===== config.mk =====
export PLATFORM = sky130hd
export DESIGN_NAME = load_buffer_tracker_flat
export DESIGN_NICKNAME = d
export VERILOG_FILES = /design/src/rtl/load_buffer_tracker_if.sv /design/src/rtl/load_buffer_tracker.sv /design/src/flat_wrapper.sv
export SDC_FILE = /design/constraint.sdc
export NUM_CORES = 1
export LEC_CHECK = 0
export ABC_AREA = 1
export CAP_MARGIN = 5
export CORE_MARGIN = 5
export CORE_UTILIZATION = 44
export CTS_BUF_LIST = sky130_fd_sc_hd__clkbuf_2
export DETAILED_ROUTE_END_ITERATION = 12
export GPL_TIMING_DRIVEN = 1
export PLACE_DENSITY = 0.77
export SETUP_SLACK_MARGIN = 0.2
export SLEW_MARGIN = 20
export SYNTH_ARGS = -nofsm -noshare
export SYNTH_HDL_FRONTEND = slang
export SYNTH_SLANG_ARGS = --single-unit
export TNS_END_PERCENT = 50

===== constraint.sdc =====
create_clock -name clk_i -period 1.6 [get_ports clk_i]
set_clock_uncertainty 0.05 [all_clocks]
set_input_delay 0.32 -clock clk_i [delete_from_list [all_inputs] [get_ports clk_i]]
set_output_delay 0.32 -clock clk_i [all_outputs]
set_load 0.03 [all_outputs]

===== src/rtl/load_buffer_tracker_if.sv =====
// Load buffer tracker bus interface.
// Bundles the allocation handshake, the dcache response path, the flush
// strobe and the status outputs of load_buffer_tracker.
//   master : load unit side (drives flush, requests and dcache responses)
//   slave  : tracker side (drives ready/tid, forwarded response, status)
// Parameters must match the ones given to the tracker instance.
interface load_buffer_tracker_if #(
    parameter int unsigned TidWidth     = 2,
    parameter int unsigned TransIdWidth = 2,
    parameter int unsigned CountWidth   = 2
);
    logic                    flush_i;

    logic                    req_valid_i;
    logic                    req_ready_o;
    logic [TransIdWidth-1:0] req_trans_id_i;
    logic [1:0]              req_offset_i;
    logic [1:0]              req_size_i;
    logic                    req_signed_i;
    logic [TidWidth-1:0]     req_tid_o;

    logic                    rsp_valid_i;
    logic [TidWidth-1:0]     rsp_tid_i;
    logic                    rsp_valid_o;
    logic [TransIdWidth-1:0] rsp_trans_id_o;
    logic [1:0]              rsp_offset_o;
    logic [1:0]              rsp_size_o;
    logic                    rsp_signed_o;

    logic                    empty_o;
    logic [CountWidth-1:0]   count_o;
    logic                    err_o;

    modport master (
        output flush_i,
        output req_valid_i, req_trans_id_i, req_offset_i, req_size_i, req_signed_i,
        input  req_ready_o, req_tid_o,
        output rsp_valid_i, rsp_tid_i,
        input  rsp_valid_o, rsp_trans_id_o, rsp_offset_o, rsp_size_o, rsp_signed_o,
        input  empty_o, count_o, err_o
    );

    modport slave (
        input  flush_i,
        input  req_valid_i, req_trans_id_i, req_offset_i, req_size_i, req_signed_i,
        output req_ready_o, req_tid_o,
        input  rsp_valid_i, rsp_tid_i,
        output rsp_valid_o, rsp_trans_id_o, rsp_offset_o, rsp_size_o, rsp_signed_o,
        output empty_o, count_o, err_o
    );
endinterface


===== src/rtl/load_buffer_tracker.sv =====
// Load buffer tracker.
// Keeps one slot per outstanding dcache load. A slot is allocated when the
// load is issued (its index becomes the memory transaction id) and released
// when the dcache response with that id returns. Flushed loads stay allocated
// but are marked killed so their late response is swallowed, not forwarded.
// Ports:
//   clk_i  : clock, all state changes on the rising edge
//   rst_ni : synchronous active-low reset, clears all slots
//   bus    : slave modport of load_buffer_tracker_if (request, response,
//            flush and status signals)
module load_buffer_tracker #(
    parameter int unsigned NrEntries    = 2,
    parameter int unsigned TidWidth     = 2,
    parameter int unsigned TransIdWidth = 2
) (
    input  logic                  clk_i,
    input  logic                  rst_ni,
    load_buffer_tracker_if.slave  bus
);
    localparam int unsigned CountWidth = $clog2(NrEntries + 1);
    localparam int unsigned IdxWidth   = (NrEntries > 1) ? $clog2(NrEntries) : 1;

    // slot state
    logic [NrEntries-1:0]    valid_q;
    logic [NrEntries-1:0]    killed_q;
    logic [TransIdWidth-1:0] trans_id_q [NrEntries];
    logic [1:0]              offset_q   [NrEntries];
    logic [1:0]              size_q     [NrEntries];
    logic                    signed_q   [NrEntries];

    logic                    free_any;
    logic [IdxWidth-1:0]     free_idx;
    logic                    alloc;

    logic                    hit_valid;
    logic                    hit_killed;
    logic [IdxWidth-1:0]     hit_idx;
    logic                    rsp_free;

    logic [CountWidth-1:0]   count;

    // lowest-index free slot; scanning downwards leaves the lowest one last
    always_comb begin
        free_any = 1'b0;
        free_idx = '0;
        for (int i = NrEntries - 1; i >= 0; i--) begin
            if (!valid_q[i]) begin
                free_any = 1'b1;
                free_idx = IdxWidth'(i);
            end
        end
    end

    // Ready looks only at registered state, so a slot released by a response
    // this cycle cannot be handed out again until the next cycle.
    assign bus.req_ready_o = !bus.flush_i && free_any;
    assign bus.req_tid_o   = TidWidth'(free_idx);
    assign alloc           = bus.req_valid_i && bus.req_ready_o;

    // Decode the response tid. An id outside the slot range never matches,
    // which makes it look like a response to an invalid slot.
    always_comb begin
        hit_valid  = 1'b0;
        hit_killed = 1'b0;
        hit_idx    = '0;
        for (int i = 0; i < NrEntries; i++) begin
            if (bus.rsp_tid_i == TidWidth'(i)) begin
                hit_valid  = valid_q[i];
                hit_killed = killed_q[i];
                hit_idx    = IdxWidth'(i);
            end
        end
    end

    // A matching response always releases its slot, killed or not. A flush in
    // the same cycle suppresses forwarding even for a live slot.
    assign rsp_free           = bus.rsp_valid_i && hit_valid;
    assign bus.rsp_valid_o    = rsp_free && !hit_killed && !bus.flush_i;
    assign bus.err_o          = bus.rsp_valid_i && !hit_valid;
    assign bus.rsp_trans_id_o = trans_id_q[hit_idx];
    assign bus.rsp_offset_o   = offset_q[hit_idx];
    assign bus.rsp_size_o     = size_q[hit_idx];
    assign bus.rsp_signed_o   = signed_q[hit_idx];

    // Allocation and release can never target the same slot: allocation only
    // picks a slot that is currently invalid, release only a valid one.
    always_ff @(posedge clk_i) begin
        if (!rst_ni) begin
            valid_q  <= '0;
            killed_q <= '0;
        end else begin
            for (int i = 0; i < NrEntries; i++) begin
                if (bus.flush_i && valid_q[i]) begin
                    killed_q[i] <= 1'b1;
                end
                if (rsp_free && (hit_idx == IdxWidth'(i))) begin
                    valid_q[i] <= 1'b0;
                end
                if (alloc && (free_idx == IdxWidth'(i))) begin
                    valid_q[i]  <= 1'b1;
                    killed_q[i] <= 1'b0;
                end
            end
        end
    end

    // metadata is only meaningful while the slot is valid, so it needs no reset
    always_ff @(posedge clk_i) begin
        if (alloc) begin
            trans_id_q[free_idx] <= bus.req_trans_id_i;
            offset_q[free_idx]   <= bus.req_offset_i;
            size_q[free_idx]     <= bus.req_size_i;
            signed_q[free_idx]   <= bus.req_signed_i;
        end
    end

    always_comb begin
        count = '0;
        for (int i = 0; i < NrEntries; i++) begin
            if (valid_q[i]) begin
                count = count + CountWidth'(1);
            end
        end
    end

    assign bus.count_o = count;
    assign bus.empty_o = ~|valid_q;

endmodule


===== src/flat_wrapper.sv =====
// flat-port wrapper written by rule: the top's interface ports become plain ports
module load_buffer_tracker_flat 
#(
    parameter int unsigned NrEntries    = 2,
    parameter int unsigned TidWidth     = 2,
    parameter int unsigned TransIdWidth = 2
)
  (clk_i, rst_ni, bus_flush_i, bus_req_valid_i, bus_req_trans_id_i, bus_req_offset_i, bus_req_size_i, bus_req_signed_i, bus_req_ready_o, bus_req_tid_o, bus_rsp_valid_i, bus_rsp_tid_i, bus_rsp_valid_o, bus_rsp_trans_id_o, bus_rsp_offset_o, bus_rsp_size_o, bus_rsp_signed_o, bus_empty_o, bus_count_o, bus_err_o);
  load_buffer_tracker_if #(.TidWidth(TidWidth), .TransIdWidth(TransIdWidth), .CountWidth(2)) bus_i ();
  input  logic clk_i;
  input  logic rst_ni;
  input wire logic [$bits(bus_i.flush_i)-1:0] bus_flush_i;
  input wire logic [$bits(bus_i.req_valid_i)-1:0] bus_req_valid_i;
  input wire logic [$bits(bus_i.req_trans_id_i)-1:0] bus_req_trans_id_i;
  input wire logic [$bits(bus_i.req_offset_i)-1:0] bus_req_offset_i;
  input wire logic [$bits(bus_i.req_size_i)-1:0] bus_req_size_i;
  input wire logic [$bits(bus_i.req_signed_i)-1:0] bus_req_signed_i;
  output wire logic [$bits(bus_i.req_ready_o)-1:0] bus_req_ready_o;
  output wire logic [$bits(bus_i.req_tid_o)-1:0] bus_req_tid_o;
  input wire logic [$bits(bus_i.rsp_valid_i)-1:0] bus_rsp_valid_i;
  input wire logic [$bits(bus_i.rsp_tid_i)-1:0] bus_rsp_tid_i;
  output wire logic [$bits(bus_i.rsp_valid_o)-1:0] bus_rsp_valid_o;
  output wire logic [$bits(bus_i.rsp_trans_id_o)-1:0] bus_rsp_trans_id_o;
  output wire logic [$bits(bus_i.rsp_offset_o)-1:0] bus_rsp_offset_o;
  output wire logic [$bits(bus_i.rsp_size_o)-1:0] bus_rsp_size_o;
  output wire logic [$bits(bus_i.rsp_signed_o)-1:0] bus_rsp_signed_o;
  output wire logic [$bits(bus_i.empty_o)-1:0] bus_empty_o;
  output wire logic [$bits(bus_i.count_o)-1:0] bus_count_o;
  output wire logic [$bits(bus_i.err_o)-1:0] bus_err_o;
  assign bus_i.flush_i = bus_flush_i;
  assign bus_i.req_valid_i = bus_req_valid_i;
  assign bus_i.req_trans_id_i = bus_req_trans_id_i;
  assign bus_i.req_offset_i = bus_req_offset_i;
  assign bus_i.req_size_i = bus_req_size_i;
  assign bus_i.req_signed_i = bus_req_signed_i;
  assign bus_req_ready_o = bus_i.req_ready_o;
  assign bus_req_tid_o = bus_i.req_tid_o;
  assign bus_i.rsp_valid_i = bus_rsp_valid_i;
  assign bus_i.rsp_tid_i = bus_rsp_tid_i;
  assign bus_rsp_valid_o = bus_i.rsp_valid_o;
  assign bus_rsp_trans_id_o = bus_i.rsp_trans_id_o;
  assign bus_rsp_offset_o = bus_i.rsp_offset_o;
  assign bus_rsp_size_o = bus_i.rsp_size_o;
  assign bus_rsp_signed_o = bus_i.rsp_signed_o;
  assign bus_empty_o = bus_i.empty_o;
  assign bus_count_o = bus_i.count_o;
  assign bus_err_o = bus_i.err_o;
  load_buffer_tracker #(.NrEntries(NrEntries), .TidWidth(TidWidth), .TransIdWidth(TransIdWidth)) u_core (.clk_i(clk_i), .rst_ni(rst_ni), .bus(bus_i));
endmodule

Word-level counts from Yosys, hierarchy flattened
Memory sizes are Yosys's and may differ from the RTL's. Index checks and enable logic that the tools add are counted. W data, S select, Z words.

Register bits after elaboration: 4. Bits in latches: 0. RAM bits: 14. ROM bits: 0. Bits of input ports: 14. Output and inout port bits: 15. Logic and storage cells: 51. Memories kept: 4.

Memory list: u_core.offset_q (depth 2, width 2, read ports 1, clocked after Yosys merged registers in 0, write ports 1, RTL line load_buffer_tracker.sv:27) `logic [1:0] offset_q [NrEntries];`; u_core.size_q (depth 2, width 2, read ports 1, clocked after Yosys merged registers in 0, write ports 1, RTL line load_buffer_tracker.sv:28) `logic [1:0] size_q [NrEntries];`; u_core.trans_id_q (depth 2, width 2, read ports 1, clocked after Yosys merged registers in 0, write ports 1, RTL line load_buffer_tracker.sv:26) `logic [TransIdWidth-1:0] trans_id_q [NrEntries];`; u_core.signed_q (depth 2, width 1, read ports 1, clocked after Yosys merged registers in 0, write ports 1, RTL line load_buffer_tracker.sv:29) `logic signed_q [NrEntries];`.

$add $sub $neg: 1. $mul: 0. Divide/modulo/power cells: 0. Order comparisons: 0. Equality and inequality tests: 1. Shift operators: 0. Multiplexer cells: 16. Bitwise logic cells: 3. Reduce and logical (&&, ||, !) cells: 22.

Operators with widths (count): $mux W1 (15); $logic_and A1 B1 Y1 (12); $reduce_or A2 Y1 (3); $logic_not A1 Y1 (4); $reduce_bool A2 Y1 (2); $not A1 Y1 (3); $add A1 B1 Y2 const B (1); $eq A2 B1 Y1 const B (1); $logic_not A2 Y1 (1); $mux W2 (1).

Depth between registers and ports, before layout
Gate-level depths: netlist of run 1.

Depth after elaboration: 7. Mapped depth: 6. Mapped depth without buffers: 6.

Least setup slack after synthesis of run 1
No wires, ideal clock.

Kind: reg-to-reg. From: reg u_core.valid_q[0]. To: mem u_core.offset_q[1][0] (enable). Library setup time: 0.323 ns. Arrival time: 1.393 ns. Required time: 1.227 ns. Setup slack: -0.166 ns. Cell stages (with the launch flop): 5. Buffers on the path: 0. Period minus slack after synthesis: 1.766 ns. Cells stage by stage: dfxtp_1 -> ha_1 -> nor2_2 -> nand3_1 -> inv_1.

Word-level cells in the longest chain between the ends: 5. Elaborated cells on any way between the ends: 6. Classes of those cells: mux (4); reduce/logical (2).

Ends and longest elaborated chain: from (decl) (RTL line load_buffer_tracker.sv:24) `logic [NrEntries-1:0] valid_q;`; from (signal assigned) (RTL line load_buffer_tracker.sv:89) `valid_q <= '0;`; from (signal, indexed assignment) (RTL line load_buffer_tracker.sv:97) `valid_q[i] <= 1'b0;`; from (signal, indexed assignment) (RTL line load_buffer_tracker.sv:100) `valid_q[i] <= 1'b1;`; $mux W1 (RTL line load_buffer_tracker.sv:47) `if (!valid_q[i]) begin`; $logic_and A1 B1 Y1 (RTL line load_buffer_tracker.sv:56) `assign bus.req_ready_o = !bus.flush_i && free_any;`; named net bus_req_ready_o (RTL line flat_wrapper.sv:18) `output wire logic [$bits(bus_i.req_ready_o)-1:0] bus_req_ready_o;`; $logic_and A1 B1 Y1 (RTL line load_buffer_tracker.sv:58) `assign alloc = bus.req_valid_i && bus.req_ready_o;`; $mux W1 (RTL line load_buffer_tracker.sv:109) `if (alloc) begin`; $mux W1 (not written as such) (RTL line load_buffer_tracker.sv:111) `offset_q[free_idx] <= bus.req_offset_i;`; to (decl) (RTL line load_buffer_tracker.sv:27).

The timed path passes the listed nets, and every way through them passes these cells.

Worst setup path in the final report of run 1
From: reg u_core.valid_q[1]. To: out bus_count_o[0].

Word-level cells in the longest chain between the ends: 1.

Ends and longest elaborated chain: $mux W2 (RTL line load_buffer_tracker.sv:120) `if (valid_q[i]) begin`; to (decl) (RTL line flat_wrapper.sv:28) `output wire logic [$bits(bus_i.count_o)-1:0] bus_count_o;`.

No other way between the ends.

==> results of run 1 <==
==> synthesized netlist by cell type <==
library cell	number	area (µm²)
a21oi_1	3	15.0
a21oi_2	1	8.76
buf_4	2	15.0
conb_1	1	3.75
dfxtp_1	4	80.1
edfxtp_1	14	420
ha_1	3	37.5
inv_1	6	22.5
inv_2	1	3.75
mux2_2	7	78.8
nand2_1	4	15.0
nand2_2	2	12.5
nand3_1	4	20.0
nand4_1	1	6.26
nor2_1	3	11.3
nor2_2	1	6.26
nor2_4	1	11.3
nor3_1	2	10.0
o21ai_0	1	5.00
==> kinds of logic (layout without fill, tap and decap cells) <==
| kind of cell | after synthesis | count (layout) | synth area share [%] |
|---|---|---|---|
| AOI/OAI and AO/OA | 5 | 5 | 3.67 |
| and+or+nand+nor | 18 | 18 | 11.8 |
| buffers and inverters | 9 | 56 | 5.27 |
| DFF | 18 | 18 | 63.9 |
| adders and majority gates | 3 | 3 | 4.79 |
| muxes | 7 | 7 | 10.1 |
| other | 1 | 1 | 0.479 |
==> state kept, by name, summed over array words and instances (netlist names) <==
| name | flops |
|---|---|
| u_core.offset_q | 4 |
| u_core.killed_q | 2 |
| u_core.size_q | 4 |
| u_core.signed_q | 2 |
| u_core.valid_q | 2 |
| u_core.trans_id_q | 4 |
==> worst max-delay path, delay by kind of cell (launching register included) <==
family	cells	cell delay, ps
DFF	1	380
buffers and inverters	4	380
adders and majority gates	1	260
==> path summary, 6_finish.rpt <==
check | to | slack [ps]
setup reg to reg | u_core.offset_q[0][1]$_DFFE_PP_ | 100
hold reg to reg | u_core.killed_q[0]$_SDFFE_PP0P_ | 480
setup / recovery | bus_count_o[0] | -100
hold / removal | u_core.killed_q[0]$_SDFFE_PP0P_ | 480
==> power groups by stage <==
stage / Clock (µW) / Combinational (µW) / Sequential, µW
final: 206 / 263 / 527
after global routing: 228 / 277 / 529
after CTS: 207 / 237 / 526
after detailed placement: 0 / 200 / 537
after global placement: 0 / 196 / 537
after floorplan: 0 / 102 / 538
==> cell type report <==
type	instances	area (µm²)	area share, %
Timing Repair Buffer	45	428	31.2
Sequential cell	18	503	36.7
Tap cell	25	31.3	2.28
Inverter	7	31.3	2.28
Clock buffer	4	20.0	1.46
Multi-Input combinational cell	34	358	26.1
==> what timing repair did <==
item | in CTS | in global routing
setup endpoints to repair | 21 | 28
pin swaps | 7 | 6
buffers inserted | 5 | 5
hold buffers | 0 | 0
resized for setup | 89 | 10
cloned | 0 | 0
==> layer usage <==
| metal | wire length (µm) | global-route usage, % |
|---|---|---|
| met5 | 0 | 0 |
| met4 | 55 | 6.81 |
| met2 | 1080 | 26.8 |
| met1 | 802 | 16.4 |
| met3 | 125 | 4.84 |
==> per-stage QoR <==
step / worst slack [ps] / instance area, µm²
floorplan: 141 / 803
global placement: -749 / 1150
detailed placement: -770 / 1150
CTS: -70.6 / 1290
global route: -163 / 1370
finish: -103 / 1370
==> metrics.md, run 1 <==
| Metric | Value |
|---|---|
| Switch share | between 20% and 30% |
| Power Dens Cells | a little over 700 mW/mm² |
| Int Pwr | about 720 µW |
| Worst Setup SP | u_core.valid_q[1]$_SDFFE_PN0P_ |
| Pre-Repair DR Iteration Count | 4 |
| Clock slew at reported path FFs | around 160 ps |
| # DRC | 0 |
| WHS Path Cells | 2 |
| Final cycle utilization of the critical path | 106% |
| Cts bufs inserted | 3 |
| Htree depth | 1 |
| Worst r2r path cells | 7 |
| Clock root buffer | clkbuf_2 |
| PnR Total Power | between 900 and 1000 µW |
| Reg2reg start | u_core.valid_q[1]$_SDFFE_PN0P_ |
| Share of power burned in registers | between 50 and 60% |
| Clock network power share | between 20% and 30% |
| CTS tree | built |
| Area grow syn2layout | 75.1% |
| Sink Count | 18 |
| Final non-filler cell total | about 130 |
| Yosys reg bits | 18 |
| Final core utilization | ~80% |
| Hold Startpoint | u_core.killed_q[0]$_SDFFE_PP0P_ |
| IO Pins | 29 |
| Cells after Synth | 61 |
| Peak fanout along the critical path | 4 |
| Worst path cell trace | buf_6, buf_4, inv_4, ha_4, buf_6 |
| Required @ worst endpoint | 1230 ps |
| Fmax achieved | about 590 MHz |
| Worst setup SP type | flip-flop |
| Hold WS | ~480 ps |
| Post-placement cell count | around 120 |
| DR vias | 644 |
| Nets@finish | between 100 and 150 |
| Fill cell count | 103 |
| Crit path kind | flip-flop to primary output |
| Yosys warns | 0 |
| Std-Cell Rows | 15 |
| RSZ-0062 raised after global routing | yes |
| WL final | 2060 µm |
| Die footprint | approximately 0.0027 mm² |
| Min-Delay Path Class | flip-flop to flip-flop |
| CP Capture Type | primary output |
| Mapped cell area | roughly 780 µm² |
| Worst skew pair latency | 310 ps |
| Commonest non-fill, non-tap cell in the layout | buf_4 |
| Placed wire-length estimate | 1210 µm |
| Max incr delay on CP | about 380 ps |
| Die H | 52.2 µm |
| CP dominant cell by count | buf_6 |
| Worst setup margin | -103 ps |
| Aggregate global-route resource usage | between 10% and 20% |
| Static Leakage | ~0.00058 µW |
| Final min period | ~1700 ps |
| Layout cells sized above 1 | 60.2% |
| Final setup violation count | 5 |
| Final Hold Fails | 0 |
| Max stage delay cell, worst path | dfxtp_2 |
| Vias in the first global route | between 600 and 700 |
| Core area | between 0.0015 and 0.002 mm² |
| WP data arrival | 1330 ps |
| Initial core utilization | about 46% |
| DIE WIDTH | between 50 and 60 µm |
| Synthesized net count | 78 |
| NetSw | 275 µW |
| Max-Cap Viols | 0 |
| Antenna Nets Post-Route | 0 |
| GR Overflow Total | 0 |
| Logic gate share of total power | a little over a quarter |
| First-pass GRT wire length | 2900 µm |
| Sequential fraction of the synthesis area | 63.9% |
| Largest net degree at the start of global routing | 11 |
| Port bufs | 27 |
| 1st-iter DRT viols | 16 |
| Final-report max-slew violation count | 0 |
| Setup TNS | -269 ps |
| Avg WL per Cell | 15.5 µm |
| Synth unique cells | 19 |
| Most frequent cells in the layout | buf_4 (16), buf_6 (15), edfxtp_1 (14), clkdlybuf4s50_1 (10), mux2_4 (7) |
| Failing checks | setup timing |
| CTS Buffer Depth | 2 |
| Initial antenna violation count | 0 |
| Max VDD drop | roughly 0.48 mV |
| Post-Syn Area per Cell | ~13 µm² |
| Run status | finished with violations |
| Vias per inst | roughly 4.8 |
| Diode count | 0 |
| Final Wtd Congestion | roughly 0.93 |
No activity file was read; power rests on OpenSTA's default activity.
==> run 2: changes to the inputs <==
- CTS_BUF_LIST: sky130_fd_sc_hd__clkbuf_2 -> sky130_fd_sc_hd__clkbuf_8
- DONT_BUFFER_PORTS: not set -> 1
- PLACE_DENSITY: 0.77 -> 0.57
==> metrics.md, run 2 (synthesis gave the netlist of run 1 again) <==
| Metric | Value |
|---|---|
| Max-Cap Viols | 0 (unchanged) |
| Vias in the first global route | 468 (-32%) |
| Worst path cell trace | nand2_2, nand2_2, nand4_1, nor2_1, buf_4 |
| Final core utilization | 58.5% (-22 points) |
| Antenna Nets Post-Route | 0 (unchanged) |
| Met2 Use GR | 17.6% (-9.2 points) |
| Crit path max-delay family | flip-flops |
| Run status | finished, final reports clean |
| DR vias | 458 (-29%) |
| Vias per inst | 4.77 (-1.5%) |
| Pre-Repair DR Iteration Count | 4 (unchanged) |
| Int Pwr | 745 µW (+3.3%) |
| CTS tree | built |
| CP dominant cell by count | nand2_2 |
| Port bufs | 0 (-100%) |
| Htree depth | 1 (unchanged) |
| Max incr delay on CP | 410 ps (+30 ps) |
| Peak fanout along the critical path | 6 (+2) |
| Aggregate global-route resource usage | 10.7% (-4.5 points) |
| Hold WS | 118 ps (-359 ps) |
| Diode count | 0 (unchanged) |
| Avg WL per Cell | 13.8 µm (-11%) |
| Setup TNS | 0 ps (+269 ps) |
| First-pass GRT wire length | 2110 µm (-27%) |
| Std-Cell Rows | 15 (unchanged) |
| Final setup violation count | 0 (-5) |
| Static Leakage | 0.000360 µW (-38%) |
| Die footprint | 0.00272 mm² (unchanged) |
| Worst setup SP type | flip-flop |
| Max VDD drop | 0.540 mV (+13%) |
| RSZ-0062 raised after global routing | yes |
| Clock root buffer | clkbuf_8 |
| DIE WIDTH | 52.2 µm (unchanged) |
| Layout cells sized above 1 | 49.3% (-11 points) |
| Max stage delay cell, worst path | dfxtp_4 |
| Nets@finish | 89 (-29%) |
| Sink Count | 18 (unchanged) |
| WL final | 1320 µm (-36%) |
| Final min period | 1480 ps (-219 ps) |
| Logic gate share of total power | 14.7% (-12 points) |
| Initial core utilization | 45.9% (unchanged) |
| Final Wtd Congestion | 0.827 (-11%) |
| GR Overflow Total | 0 (unchanged) |
| NetSw | 230 µW (-16%) |
| WP data arrival | 1110 ps (-220 ps) |
| Final cycle utilization of the critical path | 92.8% (-14 points) |
| Met3 track demand over resource | 4.84% (unchanged) |
| Clock slew at reported path FFs | 60 ps (-100 ps) |
| IO Pins | 29 (unchanged) |
| Placed wire-length estimate | 947 µm (-22%) |
| Min-Delay Path Class | input port to flip-flop |
| Commonest non-fill, non-tap cell in the layout | edfxtp_1 |
| Crit path kind | flip-flop to primary output |
| Cts bufs inserted | 3 (unchanged) |
| Crit path buf inv count | 1 (-3) |
| CP Capture Type | primary output |
| Switch share | 23.6% (-4.0 points) |
| CTS Buffer Depth | 2 (unchanged) |
| Core area | 0.00171 mm² (unchanged) |
| Hold Startpoint | bus_req_offset_i[1] |
| Worst Setup SP | u_core.valid_q[0]$_SDFFE_PN0P_ |
| Final-report max-slew violation count | 0 (unchanged) |
| # DRC | 0 (unchanged) |
| Power Dens Cells | 977 mW/mm² (+34%) |
| 1st-iter DRT viols | 4 (-12) |
| Biggest regs | u_core.offset_q (4), u_core.size_q (4), u_core.trans_id_q (4) |
| Fmax achieved | 674 MHz (+15%) |
| Required @ worst endpoint | 1230 ps (about the same) |
| Largest net degree at the start of global routing | 11 (unchanged) |
| Met1 global-route usage | 12.3% (-4.2 points) |
| Share of power burned in registers | 54.3% (+1.4 points) |
| Clock network power share | 31.0% (+10 points) |
| Area grow syn2layout | 27.5% |
| Global route hottest layer | met2 |
| Final Hold Fails | 0 (unchanged) |
| Worst skew pair latency | 240 ps (-70 ps) |
| Initial antenna violation count | 0 (unchanged) |
| Reg2reg start | u_core.valid_q[1]$_SDFFE_PN0P_ |
| Die H | 52.2 µm (unchanged) |
| Most frequent cells in the layout | edfxtp_1 (14), mux2_2 (7), inv_1 (5), nand2_2 (4), buf_4 (4) |
## run 2: changes by cell type in the layout (fill, tap and decap cells not counted), sizes merged
cell           before  now
clkbuf              4    3
buf                34    8
clkdlybuf4s50      10    0
dlygate4sd2         1    0
inv                 7    8
## run 2: worst reg2reg max path, cell delays in order, from the launching register on
cell	delay [ps]
dfxtp_4	380
buf_4	120
inv_4	40
ha_4	150
buf_4	130
nor2_4	110
buf_12	130
## run 2: what timing repair did
action                                  in CTS  in global routing
setup buffers                                2                  2
pin swaps                                    8                  5
resized for setup                            9                  7
endpoints found under the setup margin      13                 19
hold buffers                                 0                  0
## run 2: path summary, 6_finish.rpt
kind | depth (start not counted) | to | slack (ps)
max | 5 | bus_rsp_valid_o | 120
min | 0 | u_core.offset_q[1][1]$_DFFE_PP_ | 120
max reg2reg | 6 | u_core.offset_q[0][1]$_DFFE_PP_ | 200
min reg2reg | 2 | u_core.killed_q[1]$_SDFFE_PP0P_ | 470
## run 2: cell type report
cell class | instances | area, µm²
clock inverters | 1 | 3.75
well taps | 25 | 31.3
flip-flops and latches | 18 | 508
inverters | 7 | 28.8
multi-input cells | 34 | 302
repair buffers | 8 | 83.8
fillers | 147 | 709
clock buffers | 3 | 41.3
## run 2: metrics by stage
step | cells | power [µW] | area [µm²] | setup slack (ps)
after global routing | 96 | 1030 | 998 | 10.0
after CTS | 94 | 975 | 950 | 96.9
after detailed placement | 88 | 656 | 850 | 177
after floorplan | 61 | 640 | 803 | 141
final | 96 | 975 | 998 | 116
after global placement | 88 | 655 | 850 | 172
## run 2: layer usage
layer,routed length [µm],vias up
li1,-,227
met1,526,213
met2,661,16
met3,128,2
met4,4,0
met5,0,-
## run 2: power groups by stage
stage / combinational (µW) / clock [µW] / sequential (µW)
3_3_place_gp: 115 / 0 / 540
5_1_grt: 154 / 342 / 531
4_1_cts: 130 / 316 / 529
6_report: 144 / 302 / 530
2_1_floorplan: 102 / 0 / 538
3_5_place_dp: 116 / 0 / 540
==> RTL change 1: new RTL, flow settings as in run 1 <==
`TransIdWidth` is set to 2 in 3 places; all go to 3.
--- a/src/rtl/load_buffer_tracker_if.sv
+++ b/src/rtl/load_buffer_tracker_if.sv
@@ -6,7 +6,7 @@
 // Parameters must match the ones given to the tracker instance.
 interface load_buffer_tracker_if #(
     parameter int unsigned TidWidth     = 2,
-    parameter int unsigned TransIdWidth = 2,
+    parameter int unsigned TransIdWidth = 3,
     parameter int unsigned CountWidth   = 2
 );
     logic                    flush_i;
--- a/src/rtl/load_buffer_tracker.sv
+++ b/src/rtl/load_buffer_tracker.sv
@@ -11,7 +11,7 @@
 module load_buffer_tracker #(
     parameter int unsigned NrEntries    = 2,
     parameter int unsigned TidWidth     = 2,
-    parameter int unsigned TransIdWidth = 2
+    parameter int unsigned TransIdWidth = 3
 ) (
     input  logic                  clk_i,
     input  logic                  rst_ni,
--- a/src/flat_wrapper.sv
+++ b/src/flat_wrapper.sv
@@ -3,7 +3,7 @@
 #(
     parameter int unsigned NrEntries    = 2,
     parameter int unsigned TidWidth     = 2,
-    parameter int unsigned TransIdWidth = 2
+    parameter int unsigned TransIdWidth = 3
 )
   (clk_i, rst_ni, bus_flush_i, bus_req_valid_i, bus_req_trans_id_i, bus_req_offset_i, bus_req_size_i, bus_req_signed_i, bus_req_ready_o, bus_req_tid_o, bus_rsp_valid_i, bus_rsp_tid_i, bus_rsp_valid_o, bus_rsp_trans_id_o, bus_rsp_offset_o, bus_rsp_size_o, bus_rsp_signed_o, bus_empty_o, bus_count_o, bus_err_o);
   load_buffer_tracker_if #(.TidWidth(TidWidth), .TransIdWidth(TransIdWidth), .CountWidth(2)) bus_i ();
Interface: changed (resized bus_req_trans_id_i and bus_rsp_trans_id_o); port bits go from 29 to 31. The function was not compared with the original's and may differ.
==> RTL change 1 against run 1 <==
- critical path type unchanged
- the flow still finishes with violations (negative setup slack)
- highest routed layer unchanged
- first-iteration DRC count shrank 38%
- wire length up 11%
- global-route usage up 0.64 points
- via count rose by 6.8%
- clock power up 4%
- sequential cell count grew 2
- synthesized area grew 9.7%
- power is 9.5% higher
- setup slack gained 0.015 ns
- non-clock buffer count unchanged
- final area up 11%
- largest cell class unchanged
==> RTL change 1: results (changes against run 1) <==
finalWorstSetupSlack_ns: -0.0879  # +0.0153 ns
gp_congestion: 0.722  # -22%
synthMuxAreaShare_pct: 10.5  # +0.42 points
finalNetCount: 132  # +4.8%
r2r_start: "u_core.valid_q[1]"
worst_path_largest_cell_delay_ns: 0.40  # +0.02 ns
grt_pass1_wl_mm: 3.23  # +11%
cp_slowest_cell: "dfxtp_4"
wl_per_cell_um: 16.4  # +5.9%
min_to: "u_core.size_q[1][0]"
cts_root_buf: "clkbuf_2"
crit_start: "u_core.valid_q[0]"
slew_violations: 0  # unchanged
top_regs: "u_core.trans_id_q (6), u_core.offset_q (4), u_core.size_q (4)"
p_leak_nw: 0.614  # +5.2%
clk_pin_slew_ns: 0.18  # +0.02 ns
ys_seq_area_share_pct: 65.2  # +1.3 points
drive_gt1_share_pct: 61.1  # +0.88 points
cts_tree: "yes"
synth_warnings: 0  # unchanged
status: "finished, violations left"
cts_max_level: 1  # unchanged
setup-violations-final: 5  # unchanged
worstPathMaxFanout: 4  # unchanged
min_path_cells: 1  # -1
peakVddDrop_mv: 0.545  # +14%
grt_use_total_pct: 15.8  # +0.64 points
clock_path_buffers: 2  # unchanged
drtIter0Drc: 10  # -6
port_buffers: 29  # +7.4%
syn_nets: 82  # +5.1%
violations: "negative setup slack"
min_path_type: "input port to register"
grt_pass1_vias: 690  # +0.44%
cp.arrival_ns: 1.32
synth_compound_area_share_pct: 3.35  # -0.33 points
numCtsBuffers: 3  # unchanged
grt_max_degree: 12  # +1
path_delay_family: "buffers and inverters"
yosys-top-cells-count: "16 x edfxtp_1, 8 x mux2_2, 6 x inv_1"
hp-start: "bus_req_size_i[0]"
place_hpwl_mm: 1.44  # +19%
holdWs_ns: 0.517  # +0.0399 ns
synth_adder_area_share_pct: 4.37  # -0.43 points
rrSetupSlack_ns: 0.07  # -0.03 ns
synth_cell_types: 20  # +1
synth_xor_area_share_pct: 0  # unchanged
vias: 688  # +6.8%
synth_area_leaders: "edfxtp_1 56%, mux2_2 10%, dfxtp_1 9.3%"
synth_edf_count: 16  # +2
setup_tns_ns: -0.352  # -0.0836 ns
r2r_cells: 7  # unchanged
worstReg2RegEnd: "u_core.trans_id_q[0][0]"
==> RTL change 1: cells by family after synthesis <==
group | Yosys count
muxes | 8
adders and majority gates | 3
DFF | 20
and+or+nand+nor | 18
other | 1
buffers and inverters | 9
AOI/OAI and AO/OA | 5
==> RTL change 1: final cells by class <==
| type | instances | area, µm² | share of cell area, % |
|---|---|---|---|
| timing repair buffer | 45 | 450 | 29.7 |
| multi-input combinational | 36 | 404 | 26.6 |
| tap | 27 | 33.8 | 2.23 |
| inverter | 7 | 36.3 | 2.39 |
| timing repair inverter | 1 | 7.51 | 0.495 |
| sequential | 20 | 566 | 37.3 |
| clock buffer | 4 | 20.0 | 1.32 |
==> RTL change 1: worst register-to-register path, delay by kind of cell, from the launching register on <==
| kind | cells | cell delay, ns |
|---|---|---|
| adders and majority gates | 1 | 0.16 |
| DFF | 1 | 0.37 |
| and+or+nand+nor | 3 | 0.29 |
| buffers and inverters | 3 | 0.40 |
==> RTL change 1: layer usage <==
metal | global-route usage (%) | share of wire, % | vias to the layer above
met1 | 16.2 | 36 | 339
li1 | - | - | 320
met2 | 28.9 | 57 | 23
met4 | 9.54 | 2.7 | 0
met3 | 3.32 | 4.3 | 6
met5 | 0 | 0 | -
==> RTL change 1: worst max-delay path by stage <==
stage	end	cells past startpoint
2_1_floorplan	u_core.offset_q[0][0]	4
3_3_place_gp	bus_rsp_trans_id_o[0]	5
3_5_place_dp	bus_rsp_trans_id_o[2]	5
4_1_cts	bus_rsp_valid_o	6
5_1_grt	bus_rsp_valid_o	6
6_report	bus_req_tid_o[0]	4
==> RTL change 1: stage by stage <==
stage | std cells | worst slack (ns) | cell area [µm²]
3_3_place_gp | 127 | -0.719 | 1250
6_report | 140 | -0.0879 | 1520
4_1_cts | 134 | -0.0930 | 1390
2_1_floorplan | 64 | 0.123 | 880
3_5_place_dp | 127 | -0.725 | 1250
5_1_grt | 140 | -0.220 | 1520
==> RTL change 1: timing repair <==
action / CTS / global route
resized for setup: 97 / 17
endpoints found under the setup margin: 23 / 33
pin swaps: 5 / 8
buffers inserted: 2 / 5
gates cloned: 1 / 1
==> RTL change 1: power breakdown <==
| group | switching, mW | total [mW] | internal (mW) |
|---|---|---|---|
| Clock | 0.149 | 0.215 | 0.0662 |
| Combinational | 0.145 | 0.289 | 0.145 |
| Sequential | 0.00724 | 0.587 | 0.580 |
| Total | 0.301 | 1.09 | 0.791 |
==> RTL change 2: new RTL, flow settings as in run 1 <==
Made on the original files. Register the output `bus.err_o`; this adds one clock of latency there.
--- a/src/rtl/load_buffer_tracker.sv
+++ b/src/rtl/load_buffer_tracker.sv
@@ -76,7 +76,9 @@
     // the same cycle suppresses forwarding even for a live slot.
     assign rsp_free           = bus.rsp_valid_i && hit_valid;
     assign bus.rsp_valid_o    = rsp_free && !hit_killed && !bus.flush_i;
-    assign bus.err_o          = bus.rsp_valid_i && !hit_valid;
+    always_ff @(posedge clk_i) begin
+        bus.err_o <= bus.rsp_valid_i && !hit_valid;
+    end
     assign bus.rsp_trans_id_o = trans_id_q[hit_idx];
     assign bus.rsp_offset_o   = offset_q[hit_idx];
     assign bus.rsp_size_o     = size_q[hit_idx];
Behaviour: not the same (Yosys sat finds a counterexample within 4 cycles, from zero or initial values and one cycle with rst_ni low).
==> RTL change 2 against run 1 <==
- the run still ends with negative setup slack left
- setup slack improved by 0.055 ns
- wire length decreased by 4.9%
- power increased by 2.1%
- sequential cell count up 1
- global-route usage up 0.70 points
- fmax grew 3.3%
- clock power rose by 2%
- synthesized area up 2.6%
- via count is 0.78% higher
- final area about the same
- critical path type unchanged
==> RTL change 2: results (changes against run 1) <==
numCtsBuffers: 3  # unchanged
drive_gt1_share_pct: 57.9  # -2.2 points
syn-instance-count: 62  # +1.6%
setup_tns_ns: -0.102  # +0.166 ns
synth_xor_area_share_pct: 0  # unchanged
worstPathMaxFanout: 4  # unchanged
synth_adder_area_share_pct: 4.67  # -0.12 points
dp.cells: 121  # +1.7%
synth_area_leaders: "edfxtp_1 52%, dfxtp_1 12%, mux2_2 9.8%"
clk_latency_ns: 0.31  # about the same
port_buffers: 27  # unchanged
wl_per_cell_um: 14.8  # -4.2%
synth_compound_area_share_pct: 3.58  # -0.092 points
finalNetCount: 125  # -0.79%
cp.arrival_ns: 1.28  # -0.05 ns
peakVddDrop_mv: 0.596  # +25%
grt_pass1_wl_mm: 3.01  # +3.6%
n_fill_cell: 109  # +5.8%
min_path_type: "input port to register"
violations: "negative setup slack"
synthArstFlopShare_pct: 0  # unchanged
grt_pass1_vias: 639  # -7.0%
vias: 649  # +0.78%
cts_root_buf: "clkbuf_2"
setup-violations-final: 3  # -2
yosys-top-cells-count: "14 x edfxtp_1, 7 x mux2_2, 6 x inv_1"
clk_pin_slew_ns: 0.18  # +0.02 ns
diodes: 0  # unchanged
synth_warnings: 0  # unchanged
post-place-ws_ns: -0.793  # -0.0229 ns
p_leak_nw: 0.582  # -0.28%
clock_path_buffers: 2  # unchanged
synthMuxAreaShare_pct: 9.81  # -0.25 points
drtIter0Drc: 19  # +3
drt_wl_total_mm: 1.96  # -4.9%
syn_nets: 79  # +1.3%
finalWorstSetupSlack_ns: -0.0481  # +0.0551 ns
grt_use_total_pct: 15.9  # +0.70 points
cts_max_level: 1  # unchanged
antenna_found_initial: 0  # unchanged
top_regs: "u_core.offset_q (4), u_core.size_q (4), u_core.trans_id_q (4)"
status: "finished, violations left"
synth_edf_count: 14  # unchanged
synth_cell_types: 19  # unchanged
ys_seq_area_share_pct: 64.8  # +0.90 points
drc: 0  # unchanged
grt_max_degree: 11  # unchanged
detail_route.first_pass.iterations: 5  # +1
gp_congestion: 0.774  # -17%
post_dp_cell_area_um2: 1160  # +1.5%
RTL change 2: changes by cell type after synthesis, sizes merged:
cell	run 1	this run
dfxtp	4	5
RTL change 2: final timing paths:
kind | startpoint | end | slack (ns) | cells after the start
max reg2reg | u_core.valid_q[1] | u_core.trans_id_q[0][1] | 0.12 | 7
max | u_core.valid_q[0] | bus_rsp_valid_o | -0.05 | 6
min | bus_rsp_tid_i[0] | u_core.valid_q[0] | 0.46 | 5
min reg2reg | u_core.killed_q[1] | u_core.killed_q[1] | 0.49 | 2
RTL change 2: what timing repair did:
action / 4_1_cts / 5_1_grt
pin swaps: 9 / 4
resized for setup: 98 / 4
setup buffers: 3 / 3
endpoints found under the setup margin: 29 / 31
cloned: 1 / 0
RTL change 2: critical path, cell delays in order (launching register included):
cell and delay (ns):
dfxtp_2 0.39, buf_6 0.13, nand2_4 0.04, nand2_2 0.06, nand4_1 0.08, nor2_1 0.11
buf_4 0.17
RTL change 2: cell type report:
class / count / area [µm²] / share of cell area (%)
Clock buffer: 4 / 20.0 / 1.46
Inverter: 7 / 31.3 / 2.28
Multi-Input combinational cell: 35 / 353 / 25.7
Sequential cell: 19 / 523 / 38.1
Tap cell: 25 / 31.3 / 2.28
Timing Repair Buffer: 42 / 414 / 30.2
RTL change 2: metal layers:
| metal | global-route usage [%] | up-vias | wire (µm) |
|---|---|---|---|
| li1 | - | 306 | - |
| met1 | 17.1 | 312 | 703 |
| met2 | 28.1 | 27 | 1070 |
| met3 | 2.28 | 4 | 120 |
| met4 | 11.1 | 0 | 61 |
| met5 | 0 | - | 0 |
RTL change 2: report_power, final:
part	total (mW)	leakage [nW]	internal (mW)	switching, mW
logic	0.253	0.395	0.128	0.126
clock network	0.210	0.0166	0.0662	0.143
registers	0.555	0.170	0.548	0.00672
total	1.02	0.582	0.742	0.276
